[config.mk]
export PLATFORM = sky130hd
export DESIGN_NAME = alu_arbiter
export DESIGN_NICKNAME = d
export VERILOG_FILES = /design/src/rtl/alu_arbiter.sv
export SDC_FILE = /design/constraint.sdc
export NUM_CORES = 1
export LEC_CHECK = 0
export CORE_AREA = 2 2 72 74
export DETAILED_ROUTE_END_ITERATION = 6
export DIE_AREA = 0 0 74 76
export PLACE_DENSITY = 0.72
export SETUP_SLACK_MARGIN = 0.4
export SLEW_MARGIN = 20
export SYNTH_ARGS = -nofsm -noshare
export SYNTH_HDL_FRONTEND = slang
export SYNTH_SLANG_ARGS = --single-unit
[constraint.sdc]
create_clock -name clock -period 1.63 [get_ports clock]
set_clock_uncertainty 0.2 [all_clocks]
set_input_delay 0.326 -clock clock [delete_from_list [all_inputs] [get_ports clock]]
set_output_delay 0.326 -clock clock [all_outputs]
set_load 0.005 [all_outputs]
[src/rtl/alu_arbiter.sv]
// -----------------------------------------------------------------------------
// alu_arbiter
//
// Purpose
//   Shares one multi-cycle ALU between two requesters. A round-robin arbiter
//   picks a winner in IDLE, captures its opcode/operands into registers that
//   drive the ALU, holds alu_start high while the ALU works, and returns the
//   ALU results for one cycle tagged with the owning requester. A watchdog
//   aborts an operation whose alu_finished never arrives and returns an error
//   response with zeroed results instead.
//
// Ports
//   clock                 in   single clock, rising edge
//   reset                 in   asynchronous, active-low reset
//   req0/req1             in   requester k has an operation pending
//   op0/op1     [4:0]     in   opcode of requester k
//   a0/a1,b0/b1 [N-1:0]   in   operands of requester k
//   ack0/ack1             out  combinational accept strobe (operands taken
//                              on the clock edge ending that cycle)
//   rsp_valid             out  one-cycle result strobe
//   rsp_id                out  requester that owns the result
//   rsp_err               out  1 = watchdog abort (rsp_y/rsp_x are 0)
//   rsp_y/rsp_x [N-1:0]   out  ALU results, held until the next response
//   busy                  out  high while an operation is in RUN or RESP
//   alu_start             out  level start to the ALU, high throughout RUN
//   alu_opcode  [4:0]     out  registered opcode to the ALU
//   alu_a/alu_b [N-1:0]   out  registered operands to the ALU
//   alu_finished          in   ALU completion
//   alu_y/alu_x [N-1:0]   in   ALU results
// -----------------------------------------------------------------------------
module alu_arbiter #(
  parameter int N       = 4,
  parameter int TIMEOUT = 64
) (
  input  logic         clock,
  input  logic         reset,
  input  logic         req0,
  input  logic         req1,
  input  logic [4:0]   op0,
  input  logic [4:0]   op1,
  input  logic [N-1:0] a0,
  input  logic [N-1:0] a1,
  input  logic [N-1:0] b0,
  input  logic [N-1:0] b1,
  output logic         ack0,
  output logic         ack1,
  output logic         rsp_valid,
  output logic         rsp_id,
  output logic         rsp_err,
  output logic [N-1:0] rsp_y,
  output logic [N-1:0] rsp_x,
  output logic         busy,
  output logic         alu_start,
  output logic [4:0]   alu_opcode,
  output logic [N-1:0] alu_a,
  output logic [N-1:0] alu_b,
  input  logic         alu_finished,
  input  logic [N-1:0] alu_y,
  input  logic [N-1:0] alu_x
);

  localparam int CW = $clog2(TIMEOUT) + 1;
  localparam logic [CW-1:0] CNT_LAST = CW'(TIMEOUT - 1);

  typedef enum logic [1:0] {
    S_IDLE = 2'd0,
    S_RUN  = 2'd1,
    S_RESP = 2'd2
  } state_t;

  state_t         state_q, state_d;
  logic           last_q, last_d;
  logic [CW-1:0]  cnt_q, cnt_d;
  logic [4:0]     opcode_q, opcode_d;
  logic [N-1:0]   a_q, a_d;
  logic [N-1:0]   b_q, b_d;
  logic [N-1:0]   rsp_y_q, rsp_y_d;
  logic [N-1:0]   rsp_x_q, rsp_x_d;
  logic           rsp_err_q, rsp_err_d;
  logic           rsp_id_q, rsp_id_d;

  logic           req_any;
  logic           win;

  // Round robin: with both requesting, the one that did not win last time
  // goes. last resets to 1 so requester 0 wins the first tie.
  assign req_any = req0 | req1;
  assign win     = (req0 & req1) ? ~last_q : req1;

  always_comb begin
    state_d   = state_q;
    last_d    = last_q;
    cnt_d     = cnt_q;
    opcode_d  = opcode_q;
    a_d       = a_q;
    b_d       = b_q;
    rsp_y_d   = rsp_y_q;
    rsp_x_d   = rsp_x_q;
    rsp_err_d = rsp_err_q;
    rsp_id_d  = rsp_id_q;
    ack0      = 1'b0;
    ack1      = 1'b0;

    case (state_q)
      S_IDLE: begin
        // A finished still high in IDLE is stale (left over from a previous
        // exchange); starting now would let it complete the new op at once.
        // The reset term keeps the combinational acks low while in reset.
        if (reset && req_any && !alu_finished) begin
          ack0     = ~win;
          ack1     = win;
          opcode_d = win ? op1 : op0;
          a_d      = win ? a1 : a0;
          b_d      = win ? b1 : b0;
          last_d   = win;
          cnt_d    = '0;
          state_d  = S_RUN;
        end
      end

      S_RUN: begin
        if (alu_finished) begin
          rsp_y_d   = alu_y;
          rsp_x_d   = alu_x;
          rsp_err_d = 1'b0;
          rsp_id_d  = last_q;
          state_d   = S_RESP;
        end else if (cnt_q == CNT_LAST) begin
          // Watchdog abort; counter stays at its last value (no wrap).
          rsp_y_d   = '0;
          rsp_x_d   = '0;
          rsp_err_d = 1'b1;
          rsp_id_d  = last_q;
          state_d   = S_RESP;
        end else begin
          cnt_d = cnt_q + CW'(1);
        end
      end

      S_RESP: begin
        state_d = S_IDLE;
      end

      default: begin
        state_d = S_IDLE;
      end
    endcase
  end

  always_ff @(posedge clock or negedge reset) begin
    if (!reset) begin
      state_q   <= S_IDLE;
      last_q    <= 1'b1;
      cnt_q     <= '0;
      opcode_q  <= '0;
      a_q       <= '0;
      b_q       <= '0;
      rsp_y_q   <= '0;
      rsp_x_q   <= '0;
      rsp_err_q <= 1'b0;
      rsp_id_q  <= 1'b0;
    end else begin
      state_q   <= state_d;
      last_q    <= last_d;
      cnt_q     <= cnt_d;
      opcode_q  <= opcode_d;
      a_q       <= a_d;
      b_q       <= b_d;
      rsp_y_q   <= rsp_y_d;
      rsp_x_q   <= rsp_x_d;
      rsp_err_q <= rsp_err_d;
      rsp_id_q  <= rsp_id_d;
    end
  end

  assign alu_start  = (state_q == S_RUN);
  assign rsp_valid  = (state_q == S_RESP);
  assign busy       = (state_q == S_RUN) || (state_q == S_RESP);
  assign alu_opcode = opcode_q;
  assign alu_a      = a_q;
  assign alu_b      = b_q;
  assign rsp_y      = rsp_y_q;
  assign rsp_x      = rsp_x_q;
  assign rsp_err    = rsp_err_q;
  assign rsp_id     = rsp_id_q;

  // Structural invariants of the handshake.
  a_one_ack : assert property (@(posedge clock) disable iff (!reset)
    !(ack0 && ack1));
  a_rsp_pulse : assert property (@(posedge clock) disable iff (!reset)
    rsp_valid |=> !rsp_valid);
  a_cnt_bound : assert property (@(posedge clock) disable iff (!reset)
    cnt_q <= CNT_LAST);
  a_ack_idle : assert property (@(posedge clock) disable iff (!reset)
    (ack0 || ack1) |-> !busy);

endmodule

==> results.env <==
FINAL_AREA_UM2=3180
FIRST_GLOBAL_VIAS=1698
SLEW_VIOLATIONS=0
SYN_STD_CELL_AREA_UM2=1620
INTERNAL-POWER_mW=2.94
REQUIRED_NS=1.10
PATH_BUF_INV=3
AREA_GROWTH_SYN_TO_LAYOUT_PCT=96.1
FIN_WORST_HOLD_SLACK_NS=0.0367
LARGEST_NET_DEGREE_AT_THE_START_OF_GLOBAL_ROUTING=34
FINAL_NET_COUNT=324
SYNTH_FF_TYPE='sky130_fd_sc_hd__dfrtp_1'
SYNTH-WARNING-COUNT=0
SYNTH_FP_NETS=189
CLOCK_TREE_FROM_TRITONCTS='yes'
POSTPLACECELLAREA_UM2=2600
FINAL_LAYOUT_SIZE_SUFFIX_GT1_SHARE_PCT=55.3
FINAL.MIN_CLOCK_PERIOD_NS=2.02
GRT_ANTENNA_BEFORE_REPAIR=0
FAILING_CHECKS='negative setup slack'
RSZ0062_AT_GRT='true'
POST_DP_HPWL_MM=2.97
WORSTSETUPPATHTYPE='reg2out'
CORE_AREA_UM2=4910
PORTS=67
HOLD_PATH.CLASS='in2async'
DIE_W_UM=74
P_TOTAL_mW=4.38
LAYOUTNONFILLERINSTCOUNT=352
ROOT_BUFFER_MASTER='sky130_fd_sc_hd__clkbuf_8'
FINAL_MIN_PERIOD_OVER_CLOCK_PERIOD_PCT=124
POWER_SWITCHING_SHARE_PCT=32.8
SYNTH_ENABLE_FLOP_CELLS=0
DIE-AREA_UM2=5620
NUM_ANTENNA_CELLS=0
CRIT_PATH_CELL_TRACE='inv_2 > ha_4 > nor3b_4 > buf_4 > and2_4 > buf_6'
PATH_CLK_SLEW_NS=0.07
NUMBER_OF_CLOCK_BUFFERS_INSERTED_BY_TRITONCTS=5
POST_CTS_HOLD_BUFFER_COUNT=0
SETUP_SLACK_NS=-0.388
POWER_DENSITY_nW_PER_UM2=1380
PLACE.DETAILED.INSTANCES=305
CLOCK_POWER_SHARE_PCT=14.6
AVERAGE_VIA_COUNT_PER_STANDARD_CELL=4.80
FLOORPLAN.ROWS=26
NUM-FILL-CELLS=387
DRTANTENNAVIOLNETS=0
GP_CONGESTION=0.819
DRT_WL_TOTAL_MM=5.26
SYNTHESIS.AREA_PER_INSTANCE_UM2=11.1
AREA_TAKEN_BY_MULTI_INPUT_LOGIC_GATES_UM2=988
DRV_CAP=0
FMAXACHIEVABLE_GHz=0.496
PORT-BUFFER-COUNT=66
WORST-SLEW-PIN-TRANSITION_NS=0.433
TIMING.CRITICAL_PATH.MAX_DELAY_FAMILY='flip-flops'
STATUS='complete, but fails checks'
COMB_POWER_SHARE_PCT=55.0
CLOCK_INSERTION_DELAY_WORST_SKEW_NS=0.29
CRITPATHCAPTURETYPE='output port'
AVGROUTEDWIREPERCELL_UM=14.9
SYNTH.FF_LATCH_COUNT=33
MAX-CLOCK-PATH-BUFFERS=2
FINAL-HOLD-VIOLATION-COUNT=0
VDD_IR_DROP_MAX_mV=0.795
SYNTHDISTINCTLIBCELLS=42
UTILIZATION_PCT=64.6
CP_MAX_FO=2
NUMCLOCKSINKS=33
FIRST_ITER_VIOLATIONS=68
NETSWITCHINGPOWER_mW=1.43
WORST_EP_ARRIVAL_TIME_NS=1.49
SETUP-VIOLATIONS-FINAL=36
SEQ_POWER_SHARE_PCT=30.3
GLOBAL_ROUTE.USAGE.TOTAL_PCT=18.2
ROUTE.VIAS.TOTAL=1690
DETAILEDPLACE.WORSTSLACK_NS=-0.814
CRIT_PATH_START_KIND='flop'
MAX-SLEW-MARGIN-REL_PCT=71.1
GRT-OVFL-TOTAL=0
FINALSETUPTNS_NS=-8.07
POWER_LEAKAGE_nW=1.51
YS_SEQ_AREA_SHARE_PCT=51.1
DETAIL_ROUTE.DRC_VIOLATIONS=0
DIE_HEIGHT_UM=76
DETAIL_ROUTE.FIRST_PASS.ITERATIONS=4
CTS-HTREE-LEVELS=2
FINAL-SEQ-AREA_UM2=827
NETLIST_INSTANCES=146
YS_ASYNC_SR_FRACTION_PCT=100
CRITICAL-PATH-SLOWEST-CELL='sky130_fd_sc_hd__dfrtp_1'
GRT_PASS1_WL_MM=8.01
CP_SLOWEST_STAGE_DELAY_NS=0.40
START_UTIL_PCT=33.0
[cell usage after synthesis (all sizes together) (2+ instances only)]
cell	number	area share, %
mux2	3	2.3
buf	6	2.7
ha	4	3.1
nor3b	2	1.2
nor2b	3	1.3
and2	2	0.77
a21boi	2	0.93
a21oi	17	5.5
mux2i	14	8.7
nand2b	2	0.77
and3	4	1.8
nor3	2	0.93
a31oi	2	0.77
inv	4	0.93
nor2	16	3.7
nand3	2	0.93
dfrtp	32	49
nand2	4	1.1
a22o	8	4.3
o21ai	6	1.9
[cell families (layout without fill, tap and decap cells)]
kind of cell / Yosys count / in the layout / share of synthesized area, %
AO/OA/AOI/OAI: 42 / 42 / 17.2
AND/OR/NAND/NOR: 39 / 40 / 13.8
flip-flops: 33 / 33 / 51.1
multiplexers: 17 / 17 / 11.0
buffers and inverters: 11 / 146 / 3.86
adder cells (fa/ha/maj): 4 / 4 / 3.09
[cells in the final DEF (no fill, tap or decap), drive strengths merged, types with 2 or more instances in the layout]
cell | netlist | routed
inv | 4 | 4
o21ai | 6 | 6
nand2b | 2 | 2
nor3 | 2 | 2
clkbuf | 1 | 9
dfrtp | 32 | 32
nor3b | 2 | 2
nor2 | 16 | 16
a22o | 8 | 8
nor2b | 3 | 3
a21boi | 2 | 2
ha | 4 | 4
buf | 6 | 95
a21oi | 17 | 17
and2 | 2 | 3
dlygate4sd2 | 0 | 3
mux2i | 14 | 14
clkdlybuf4s50 | 0 | 34
nand3 | 2 | 2
mux2 | 3 | 3
and3 | 4 | 4
a31oi | 2 | 2
nand2 | 4 | 4
[flip-flops by register name (all words and copies together), names as in the netlist]
| signal | flops |
|---|---|
| cnt_q | 7 |
| alu_opcode | 5 |
| alu_a | 4 |
| alu_b | 4 |
| rsp_x | 4 |
| rsp_y | 4 |
| state_q | 2 |
| last_q | 1 |
| rsp_err | 1 |
| rsp_id | 1 |
[per-layer routing]
layer / wire [um] / global-route usage, %
met1: 2120 / 22.8
met2: 2770 / 30.3
met3: 290 / 5.42
met4: 77 / 4.73
met5: 0 / 0
[cell type report]
class / count / share of cell area, %
multi-input combinational: 103 / 31.1
inverter: 4 / 0.552
sequential: 33 / 26.0
timing repair buffer: 134 / 36.7
tap: 70 / 2.76
clock buffer: 8 / 2.84
[power by group through the flow]
stage,registers (mW),logic (mW),clock network (mW)
2_1_floorplan,1.33,0.701,0
3_3_place_gp,1.30,1.73,0
3_5_place_dp,1.31,1.76,0
4_1_cts,1.30,1.94,0.641
5_1_grt,1.36,2.61,0.681
6_report,1.33,2.41,0.641
[worst min-delay path, stage by stage]
cell and delay [ns]:
sky130_fd_sc_hd__buf_2 0.12, sky130_fd_sc_hd__buf_4 0.12, sky130_fd_sc_hd__buf_4 0.38
[worst paths after layout]
check / startpoint / to / slack, ns / cells after the start
min in group clock: rsp_y[2] / rsp_y[2] / 0.30 / 1
max reg2reg: state_q[1] / cnt_q[0] / -0.35 / 9
min reg2reg: rsp_y[2] / rsp_y[2] / 0.30 / 1
max: state_q[1] / ack1 / -0.39 / 6
max in group asynchronous: reset / last_q / 0.86 / 3
min: reset / alu_opcode[3] / 0.04 / 3
[repair_timing]
item                                    4_1_cts  5_1_grt
hold endpoints to repair                      0        0
cloned                                        2        1
pin swaps                                     9        5
gates resized for setup                     152       36
endpoints found under the setup margin       61       61
buffers inserted                             18       18
Note: power is estimated with default switching activity, not from simulation.
